File: config.mk
export PLATFORM = sky130hd
export DESIGN_NAME = uart_rx
export DESIGN_NICKNAME = d
export VERILOG_FILES = /design/src/rtl/uart_rx.sv
export SDC_FILE = /design/constraint.sdc
export NUM_CORES = 1
export LEC_CHECK = 0
export CORE_MARGIN = 4
export CORE_UTILIZATION = 43
export CTS_CLUSTER_DIAMETER = 200
export DETAILED_ROUTE_END_ITERATION = 8
export GPL_TIMING_DRIVEN = 0
export RECOVER_POWER = 50
export SYNTH_ARGS = -nofsm -noshare
export SYNTH_HDL_FRONTEND = slang
export SYNTH_SLANG_ARGS = --single-unit
export TNS_END_PERCENT = 30
File: constraint.sdc
create_clock -name clk_in -period 2.5 [get_ports clk_in]
set_input_delay 0.375 -clock clk_in [delete_from_list [all_inputs] [get_ports clk_in]]
set_output_delay 0.375 -clock clk_in [all_outputs]
set_load 0.03 [all_outputs]
File: src/rtl/uart_rx.sv
// uart_rx: oversampled UART receiver.
// Synchronises the serial line, qualifies the start bit at mid-bit, shifts
// data in LSB-first, checks the stop bit and hands each good byte to a
// one-entry valid/ready output register. Framing errors and overruns are
// reported as single-cycle pulses.

`timescale 1ns/1ps

module uart_rx #(
    parameter int DATA_BITS   = 8,
    parameter int SAMPLE_RATE = 16
) (
    input  logic                 clk_in,
    input  logic                 rst_n_in,
    input  logic                 tick_in,
    input  logic                 rx_in,
    output logic [DATA_BITS-1:0] data_out,
    output logic                 valid_out,
    input  logic                 ready_in,
    output logic                 frame_err_out,
    output logic                 overrun_out,
    output logic                 busy_out
);

    // Counter widths: cnt must hold SAMPLE_RATE-1, bit_idx must hold DATA_BITS-1.
    localparam int CNT_W = $clog2(SAMPLE_RATE);
    localparam int IDX_W = $clog2(DATA_BITS);

    localparam logic [CNT_W-1:0] CNT_ZERO = {CNT_W{1'b0}};
    localparam logic [CNT_W-1:0] CNT_ONE  = CNT_W'(1);
    localparam logic [CNT_W-1:0] CNT_HALF = CNT_W'(SAMPLE_RATE / 2 - 1);
    localparam logic [CNT_W-1:0] CNT_LAST = CNT_W'(SAMPLE_RATE - 1);

    localparam logic [IDX_W-1:0] IDX_ZERO = {IDX_W{1'b0}};
    localparam logic [IDX_W-1:0] IDX_ONE  = IDX_W'(1);
    localparam logic [IDX_W-1:0] IDX_LAST = IDX_W'(DATA_BITS - 1);

    localparam logic [DATA_BITS-1:0] DATA_ZERO = {DATA_BITS{1'b0}};

    typedef enum logic [2:0] {
        ST_IDLE  = 3'd0,
        ST_START = 3'd1,
        ST_DATA  = 3'd2,
        ST_STOP  = 3'd3,
        ST_BREAK = 3'd4
    } state_e;

    // Line synchroniser
    logic rx_meta_q;
    logic rx_sync_q;
    logic rx_s;

    // Receive state machine
    state_e               state_q;
    state_e               state_d;
    logic [CNT_W-1:0]     cnt_q;
    logic [CNT_W-1:0]     cnt_d;
    logic [IDX_W-1:0]     bit_idx_q;
    logic [IDX_W-1:0]     bit_idx_d;
    logic [DATA_BITS-1:0] shreg_q;
    logic [DATA_BITS-1:0] shreg_d;
    logic                 deliver_s;
    logic                 ferr_s;

    // Output register and flags
    logic                 load_s;
    logic [DATA_BITS-1:0] data_q;
    logic [DATA_BITS-1:0] data_d;
    logic                 valid_q;
    logic                 valid_d;
    logic                 frame_err_q;
    logic                 frame_err_d;
    logic                 overrun_q;
    logic                 overrun_d;
    logic                 busy_q;
    logic                 busy_d;

    // Two-flop synchroniser; both stages reset to the idle (high) line level.
    always_ff @(posedge clk_in or negedge rst_n_in) begin
        if (!rst_n_in) begin
            rx_meta_q <= 1'b1;
            rx_sync_q <= 1'b1;
        end else begin
            rx_meta_q <= rx_in;
            rx_sync_q <= rx_meta_q;
        end
    end

    assign rx_s = rx_sync_q;

    // Receive state, oversample counter, bit index and shift register.
    always_ff @(posedge clk_in or negedge rst_n_in) begin
        if (!rst_n_in) begin
            state_q   <= ST_IDLE;
            cnt_q     <= CNT_ZERO;
            bit_idx_q <= IDX_ZERO;
            shreg_q   <= DATA_ZERO;
        end else begin
            state_q   <= state_d;
            cnt_q     <= cnt_d;
            bit_idx_q <= bit_idx_d;
            shreg_q   <= shreg_d;
        end
    end

    // Next-state logic: everything advances only on oversample ticks.
    always_comb begin
        state_d   = state_q;
        cnt_d     = cnt_q;
        bit_idx_d = bit_idx_q;
        shreg_d   = shreg_q;
        deliver_s = 1'b0;
        ferr_s    = 1'b0;

        if (tick_in) begin
            case (state_q)
                ST_IDLE: begin
                    if (!rx_s) begin
                        state_d = ST_START;
                        cnt_d   = CNT_ZERO;
                    end else begin
                        state_d = ST_IDLE;
                    end
                end

                ST_START: begin
                    if (cnt_q == CNT_HALF) begin
                        cnt_d = CNT_ZERO;
                        if (!rx_s) begin
                            // Start bit still low at mid-bit: a real frame.
                            state_d   = ST_DATA;
                            bit_idx_d = IDX_ZERO;
                        end else begin
                            // Line went back high: treat as noise, no flag.
                            state_d = ST_IDLE;
                        end
                    end else begin
                        cnt_d = cnt_q + CNT_ONE;
                    end
                end

                ST_DATA: begin
                    if (cnt_q == CNT_LAST) begin
                        // LSB arrives first, so shift right and insert at MSB.
                        shreg_d = {rx_s, shreg_q[DATA_BITS-1:1]};
                        cnt_d   = CNT_ZERO;
                        if (bit_idx_q == IDX_LAST) begin
                            state_d = ST_STOP;
                        end else begin
                            bit_idx_d = bit_idx_q + IDX_ONE;
                        end
                    end else begin
                        cnt_d = cnt_q + CNT_ONE;
                    end
                end

                ST_STOP: begin
                    if (cnt_q == CNT_LAST) begin
                        cnt_d = CNT_ZERO;
                        if (rx_s) begin
                            // Leaving at mid-stop-bit lets the next start edge be caught.
                            deliver_s = 1'b1;
                            state_d   = ST_IDLE;
                        end else begin
                            ferr_s  = 1'b1;
                            state_d = ST_BREAK;
                        end
                    end else begin
                        cnt_d = cnt_q + CNT_ONE;
                    end
                end

                ST_BREAK: begin
                    // Wait out a held-low line so it reports only one framing error.
                    if (rx_s) begin
                        state_d = ST_IDLE;
                    end else begin
                        state_d = ST_BREAK;
                    end
                end

                default: begin
                    state_d   = ST_IDLE;
                    cnt_d     = CNT_ZERO;
                    bit_idx_d = IDX_ZERO;
                end
            endcase
        end else begin
            state_d = state_q;
        end
    end

    // Output register next-state: load, consume, overrun and flag pulses.
    always_comb begin
        load_s      = deliver_s && (!valid_q || ready_in);
        data_d      = data_q;
        valid_d     = valid_q;
        overrun_d   = deliver_s && valid_q && !ready_in;
        frame_err_d = ferr_s;
        busy_d      = (state_d != ST_IDLE);

        if (load_s) begin
            // A same-cycle consume and load keeps valid high with no gap.
            data_d  = shreg_q;
            valid_d = 1'b1;
        end else if (valid_q && ready_in) begin
            valid_d = 1'b0;
        end else begin
            valid_d = valid_q;
        end
    end

    // Registered outputs.
    always_ff @(posedge clk_in or negedge rst_n_in) begin
        if (!rst_n_in) begin
            data_q      <= DATA_ZERO;
            valid_q     <= 1'b0;
            frame_err_q <= 1'b0;
            overrun_q   <= 1'b0;
            busy_q      <= 1'b0;
        end else begin
            data_q      <= data_d;
            valid_q     <= valid_d;
            frame_err_q <= frame_err_d;
            overrun_q   <= overrun_d;
            busy_q      <= busy_d;
        end
    end

    assign data_out      = data_q;
    assign valid_out     = valid_q;
    assign frame_err_out = frame_err_q;
    assign overrun_out   = overrun_q;
    assign busy_out      = busy_q;

endmodule
# Word level (Yosys, flattened, before mapping)
# Cells that the tools add are included.
[totals]
regBits = 32
inputBits = 5
out_inout_bits = 12
elab_cells = 70
[op_classes]
addsub = 2
eq_ne = 12
mux = 28
n_bitwise = 2
reduce_logical = 15
[op_table]
columns = ["operator", "count"]
rows = [
  ["$mux 3", 10],
  ["$pmux 4 s4", 1],
  ["$pmux 3 s5", 1],
  ["$mux 4", 3],
  ["$mux 1", 11],
  ["$ne 2x2->1 const B", 5],
  ["$pmux 3 s3", 1],
  ["$eq 3x2->1 const B", 2],
  ["$eq 3x3->1 const B", 2],
  ["$reduce_and 3->1", 2],
  ["$reduce_and 6->1", 1],
  ["$add 4x1->4 const B", 1],
  ["$eq 4x3->1 const B", 1],
  ["$eq 4x4->1 const B", 1],
  ["$logic_and 1x1->1", 4],
  ["$add 3x1->3 const B", 1],
  ["$eq 3x1->1 const B", 1],
  ["$logic_not 3->1", 1],
  ["$reduce_bool 3->1", 1],
  ["$reduce_or 3->1", 1],
  ["$logic_not 1->1", 2],
  ["$mux 2", 1],
  ["$not 1->1", 2],
  ["$reduce_bool 2->1", 1],
  ["other kinds (2)", 2],
]

# Logic depth before layout (Yosys ltp)
# Gate-level depths: netlist of the first run.
[depth]
depth_word = 6
depth_mapped = 6
mapped_depth_nobuf = 6

# Worst setup path before layout of the first run
# OpenSTA, ideal clock, no wires.
[synth_timing]
path_type = "reg2reg"
from = "register cnt_q[0]"
to = "register busy_q (netlist: busy_out)"
setup_ps = 131
arrival_time_ps = 1510
required_time_ps = 2369
setup_slack_ps = 859
path_stages_with_launch = 6
n_path_buf = 0
period_less_slack_ps = 1641
path_cell_list = "dfrtp_1 ha_1 and4_4 and2_4 a32o_1 or3_1"
[synth_via]
elab_chain_cells = 5
word_cells_on_any_way = 8
classes_between = "eq/ne (2); mux (5); reduce/logical (1)"
[synth_lines]
columns = ["element", "line", "rtl"]
rows = [
  ["start, declared", "56", "logic [CNT_W-1:0] cnt_q;"],
  ["start signal, assigned", "100", "cnt_q <= cnt_d;"],
  ["$eq 4x4->1 or $eq 4x3->1 (tied branches)", "143, 158, 127", ""],
  ["$mux 3 (on tied branches)", "158, 127, 143", ""],
  ["$pmux 3 s5 *", "116", "case (state_q)"],
  ["$mux 3 *", "115", "if (tick_in) begin"],
  ["via state_d[2]", "55", "state_e state_d;"],
  ["$reduce_bool 3->1 *", "200", "busy_d = (state_d != ST_IDLE);"],
  ["via busy_d", "76", "logic busy_d;"],
  ["end signal, assigned", "226", "busy_q <= busy_d;"],
  ["end, declared", "75", "logic busy_q;"],
]
# The timed path passes the listed nets; every way through them passes the cells marked *.
# A chain may end at the register's enable or synchronous reset.

# Final worst setup path of the first run
# Same ends and word-level chain as after synthesis.

==> results of run 1 <==
[flip-flops by register name (all words and copies together), names as in the netlist]
register / cells
state_q: 3
cnt_q: 4
shreg_q: 8
busy_out: 1
valid_out: 1
rx_meta_q: 1
rx_s: 1
frame_err_out: 1
overrun_out: 1
bit_idx_q: 3
data_out: 8
[layer usage]
metal  vias to the layer above  share of wire (%)  track usage (%)
li1                        459                  -                -
met1                       467                 47            16.79
met2                        15                 50            22.55
met3                         2                3.0            5.612
met4                         0               0.59            3.807
met5                         -                  0                0
[final timing paths]
path | depth (start not counted) | to | from
max | 5 | busy_out$_DFF_PN0_ | cnt_q[0]$_DFFE_PN0P_
max reg2reg | 5 | busy_out$_DFF_PN0_ | cnt_q[0]$_DFFE_PN0P_
min reg2reg | 0 | rx_s$_DFF_PN1_ | rx_meta_q$_DFF_PN1_
min in group asynchronous | 1 | shreg_q[0]$_DFFE_PN0P_ | rst_n_in
max in group asynchronous | 2 | cnt_q[3]$_DFFE_PN0P_ | rst_n_in
min | 0 | rx_s$_DFF_PN1_ | rx_meta_q$_DFF_PN1_
[through the flow]
step           util (%)  cells  hold slack, ns  setup WS, ns  area (sq um)
3_3_place_gp      52.62    178          0.3468        0.4730          1659
6_report          55.04    187          0.3614        0.5581          1735
2_1_floorplan         -    119         0.07941        0.8586          1454
3_5_place_dp      53.49    179          0.3479        0.7375          1687
4_1_cts           55.91    187          0.3614        0.7147          1763
5_1_grt           55.04    187          0.3690        0.4141          1735
[final cells by class]
cell class | count | area, sq um
fill | 278 | 1418
sequential | 32 | 803.3
multi-input combinational | 76 | 586.8
timing repair buffer | 16 | 153.9
tap | 44 | 55.05
clock buffer | 6 | 41.29
buffer | 5 | 37.54
clock inverter | 2 | 35.03
inverter | 6 | 22.52
[layout by cell type (no fill, tap or decap), types with 2 or more instances in the layout]
master | Yosys | layout
dfrtp_1 | 30 | 30
mux2_2 | 17 | 17
clkdlybuf4s50_1 | 0 | 13
nand2_1 | 11 | 11
inv_1 | 6 | 6
nand3_1 | 6 | 6
o21ai_0 | 6 | 6
nor2_1 | 5 | 5
clkbuf_4 | 0 | 5
mux2i_1 | 4 | 4
ha_1 | 3 | 3
buf_2 | 2 | 2
buf_6 | 2 | 2
a31oi_1 | 2 | 2
nor2b_1 | 2 | 2
clkbuf_1 | 0 | 2
dlygate4sd3_1 | 0 | 2
dfstp_2 | 2 | 2
[critical path, delay by kind of cell (launching register included)]
family                     cells  cell delay, ns
adders and majority gates      1            0.28
and+or+nand+nor                3            0.82
AOI/OAI and AO/OA              1            0.31
DFF                            1            0.43
[logic make-up (layout without fill, tap and decap cells)]
| kind of cell | count (synthesis) | in the layout |
|---|---|---|
| XOR/XNOR | 2 | 2 |
| buffers and inverters | 11 | 35 |
| AND/OR/NAND/NOR | 37 | 37 |
| AO/OA/AOI/OAI | 13 | 13 |
| multiplexers | 21 | 21 |
| flip-flops | 32 | 32 |
| adder cells (fa/ha/maj) | 3 | 3 |
[power by group through the flow]
stage / Combinational (mW) / Sequential (mW) / Clock (mW)
5_1_grt: 0.435 / 0.652 / 0.419
4_1_cts: 0.394 / 0.639 / 0.395
3_5_place_dp: 0.389 / 0.647 / 0
3_3_place_gp: 0.372 / 0.644 / 0
6_report: 0.383 / 0.638 / 0.378
2_1_floorplan: 0.287 / 0.648 / 0
==> impl_metrics.yaml, run 1 <==
worst_hold_path:
  hp-class: "flip-flop to flip-flop"
worst_setup_path:
  ff2ff_setup_slack_ns: 0.56
  slowest_stage: "dfrtp_1"
  worstPathArrival_ns: 2.14
  endpoint_kind: "flip-flop"
  path_cells: "ha_1, and4_2, and2_0, a32o_1, or3_1"
  path_class: "flip-flop to flip-flop"
  critPathMaxStageDelay_ns: 0.43
  path_max_fanout: 6
  startpoint_type: "flip-flop"
  cp_data_required_time_ns: 2.70
floorplan:
  row_count: 20
  die_h_microns: 66.15
  die_w_microns: 66.15
  die_area_sq_mm: 0.004375
  io_pins: 17
  start_util_pct: 46.11
  core_area_sq_mm: 0.003153
logic_synthesis:
  ys_async_sr_fraction_pct: 100.0
  ys_ff_latch: 32
  yosys-top-cells-count: "dfrtp_1, mux2_2, nand2_1"
  ys_seq_area_share_pct: 55.25
  synthSimpleGateAreaFrac_pct: 15.40
  synth_top_family_by_area: "multiplexers"
  synth-edff-count: 0
  avgSynthCellArea_sq_um: 12.22
  synthMostInstantiatedCell: "dfrtp_1"
  yosys_most_used_dff: "dfrtp_1"
  yosys-top-cells-area: "dfrtp_1, mux2_2, dfstp_2"
  synth_mux_area_share_pct: 15.92
  synth_top_area_cell: "dfrtp_1"
  syn-num-nets: 127
  synthCells: 119
  synth_compound_area_share_pct: 5.508
  synth_top_area_share_pct: 51.64
  ys_types: 35
  syn-cell-area_sq_mm: 0.001454
  synthAdderAreaFrac_pct: 2.582
  synth_warnings: 0
  synth_xor_xnor_area_share_pct: 1.205
drt:
  via_count: 943
  wire_per_inst_microns: 13.66
  drt_iter0_drc: 38
  vias_per_cell: 5.043
  totalWireLength_microns: 2555
  drc: 0
  drtPass1Iterations: 4
  detail-route-antenna-nets: 0
power:
  fin_total_pwr_mw: 1.399
  cellInternalPower_uw: 966.5
  leakage_nw: 0.8380
  seqPwrFrac_pct: 45.6
  p_per_area_mw_per_mm2: 806.3
  vdd_drop_max_v: 0.0005919
  pwr-share-comb_pct: 27.4
  clkPwrFrac_pct: 27.0
  power_switching_uw: 432.8
  swShare_pct: 30.93
grt:
  grt_overflow_total: 0
  grt_pass1_vias: 978
  antenna_found_initial: 0
  grt_use_total_pct: 13.82
  grt_pass1_wl_microns: 4519
  grt_start_max_net_pins: 21
clocking:
  cts-hold-fix-buffers: 0
  cts-htree-levels: 2
  path_clk_slew_ns: 0.10
  clkSinkCount: 32
  tritoncts: "built"
  insertion_delay_ns: 0.32
  ctsResizeCount: 0
  clockBufferDepth: 2
  cts_buffers: 5
  cts_root_buf: "clkbuf_4"
  post_cts_buffers: 0
timing:
  final.setup_skew_ns: 0.006651
  tightest_slew_ns: 1.019
  hold_viol: 0
  min_period_ns: 1.942
  final.setup.tns_ns: 0
  finalCritPeriodShare_pct: 77.68
  rsz0062_at_grt: "false"
  slew_violations: 0
  relSlewSlack_pct: 32.10
  achievable-frequency_mhz: 514.9
  setup_viol: 0
run:
  maxCapViolations: 0
status:
  status: "complete, no violations"
placement:
  routabilityCongestion: 0.8752
  place_hpwl_microns: 1763
  numPortBuffers: 15
cells_and_area:
  drive_gt1_share_pct: 25.17
  syn_to_final_growth_pct: 19.36
  nets: 150
  diodes: 0
No activity file was read; power rests on OpenSTA's default activity.
==> run 2, diff against run 1 <==
==> constraint.sdc (replaced) <==
create_clock -name clk_in -period 1.91 [get_ports clk_in]
set_input_delay 0.2865 -clock clk_in [delete_from_list [all_inputs] [get_ports clk_in]]
set_output_delay 0.2865 -clock clk_in [all_outputs]
set_load 0.03 [all_outputs]
==> run 2 against run 1 <==
Net effect:
- non-clock buffer count unchanged
- critical path depth unchanged
- maximum frequency up 9.4%
- combinational power up 33%
- sequential share of layout area down 0.33 points
- final cell count unchanged
- global-route usage unchanged
- utilization up 0.40 points
- first-iteration DRC count unchanged
- critical endpoint unchanged
- largest power group unchanged
==> impl_metrics.yaml, run 2 (synthesis results as in run 1) <==
timing:
  setup_slack_ns: 0.1356
  rsz0062_at_grt: "false"
  hold_viol: 0
  relSlewSlack_pct: 43.19
  slew_violations: 0
  final.setup_skew_ns: 0.006253
  timing.hold.ws_ns: 0.2861
  min_period_ns: 1.774
  tightest_slew_ns: 0.8507
  finalCritPeriodShare_pct: 92.90
  achievable-frequency_mhz: 563.6
  setup_viol: 0
drt:
  drtPass1Iterations: 4
  drc: 0
  totalWireLength_microns: 2568
  wire_per_inst_microns: 13.73
  drt_iter0_drc: 38
  vias_per_cell: 5.064
  detail-route-antenna-nets: 0
  via_count: 947
worst_setup_path:
  critPathMaxStageDelay_ns: 0.43
  path_cells: "ha_1, and4_4, and2_4, a32o_1, or3_1"
  cp_top_family: "simple AND/OR/NAND/NOR gates"
  path_class: "flip-flop to flip-flop"
  path_max_fanout: 6
  endpoint_kind: "flip-flop"
  cp_data_required_time_ns: 2.11
  path_buf_inv: 0
  worstPathArrival_ns: 1.97
  startpoint_type: "flip-flop"
  slowest_stage: "dfrtp_1"
clocking:
  post_cts_buffers: 0
  path_clk_slew_ns: 0.10
  clockBufferDepth: 2
  cts_root_buf: "clkbuf_4"
  ctsResizeCount: 0
  cts-hold-fix-buffers: 0
  insertion_delay_ns: 0.32
  cts-htree-levels: 2
  cts_buffers: 5
  clkSinkCount: 32
  tritoncts: "built"
cells_and_area:
  layout_commonest_cell: "dfrtp_1"
  diodes: 0
  syn_to_final_growth_pct: 20.22
  drive_gt1_share_pct: 25.87
  regArea_sq_um: 803.3
  instances_no_fill: 187
  final_area_sq_mm: 0.001748
  multi_input_area_sq_um: 590.6
  final_cell_mix: "dfrtp_1, mux2_2, clkdlybuf4s50_1"
  n_fill_cell: 277
  nets: 150
placement:
  pre_cts_ws_ns: 0.1475
  place_hpwl_microns: 1763
  dp_cells: 179
  placed_area_sq_mm: 0.001687
  numPortBuffers: 15
  routabilityCongestion: 0.8752
power:
  leakage_nw: 0.8530
  seqPwrFrac_pct: 45.4
  cellInternalPower_mw: 1.269
  fin_total_pwr_mw: 1.839
  clkPwrFrac_pct: 27.0
  pwr-share-comb_pct: 27.6
  vdd_drop_max_v: 0.0007757
  swShare_pct: 31.00
  power_switching_uw: 570.0
  p_per_area_mw_per_mm2: 1052
grt:
  grt_start_max_net_pins: 21
  antenna_found_initial: 0
  grt_pass1_vias: 978
  grt_overflow_total: 0
  grt_use_total_pct: 13.82
  grt_pass1_wl_microns: 4519
worst_hold_path:
  hp-class: "input pin to flip-flop"
floorplan:
  start_util_pct: 46.11
  die_area_sq_mm: 0.004375
  row_count: 20
  core_area_sq_mm: 0.003153
  io_pins: 17
  die_w_microns: 66.15
  die_h_microns: 66.15
status:
  status: "complete, no violations"
run:
  maxCapViolations: 0
==> run 2: cell types whose count changed in the layout (fill, tap and decap cells not counted) <==
cell / delta
and2_0: -1
and2_4: +1
and4_2: -1
and4_4: +1
clkbuf_1: -1
dlymetal6s2s_1: +1
==> run 2: worst min-delay path, cell delays in order <==
cell     delay [ns]
buf_6          0.11
nand3_1        0.08
o21ai_0        0.08
==> run 2: cell type report <==
| class | count | area share, % |
|---|---|---|
| flip-flops and latches | 32 | 45.96 |
| multi-input cells | 76 | 33.79 |
| repair buffers | 16 | 9.306 |
| well taps | 44 | 3.150 |
| clock buffers | 6 | 2.362 |
| plain buffers | 5 | 2.147 |
| clock inverters | 2 | 2.004 |
| inverters | 6 | 1.288 |
==> run 2: worst paths after layout <==
path,from,endpoint,slack (ns),cells past startpoint
worst max-delay path,cnt_q[0]$_DFFE_PN0P_,busy_out$_DFF_PN0_,0.14,5
worst min-delay path,tick_in,cnt_q[0]$_DFFE_PN0P_,0.29,3
worst max register to register,cnt_q[0]$_DFFE_PN0P_,busy_out$_DFF_PN0_,0.14,5
worst min register to register,rx_meta_q$_DFF_PN1_,rx_s$_DFF_PN1_,0.36,0
max in group asynchronous,rst_n_in,cnt_q[3]$_DFFE_PN0P_,0.31,2
min in group asynchronous,rst_n_in,shreg_q[0]$_DFFE_PN0P_,0.40,1
==> run 2: power by group through the flow <==
stage | clock [mW] | combinational (mW) | sequential, mW
global placement | 0 | 0.486 | 0.843
global route | 0.549 | 0.575 | 0.854
detailed placement | 0 | 0.509 | 0.847
CTS | 0.517 | 0.516 | 0.837
floorplan | 0 | 0.375 | 0.848
finish | 0.496 | 0.508 | 0.835
==> run 2: stage by stage <==
step           util, %  TNS, ns
2_1_floorplan        -        0
3_3_place_gp     52.62  -0.8230
3_5_place_dp     53.49        0
4_1_cts          55.91        0
5_1_grt          55.44        0
6_report         55.44        0
==> run 2: routing by layer <==
layer  track usage [%]  wire length, microns  vias to the layer above
li1                  -                     -                      459
met3             5.612                   107                        2
met5                 0                     0                        -
met1             16.79                  1156                      463
met2             22.55                  1288                       23
met4             3.807                    15                        0
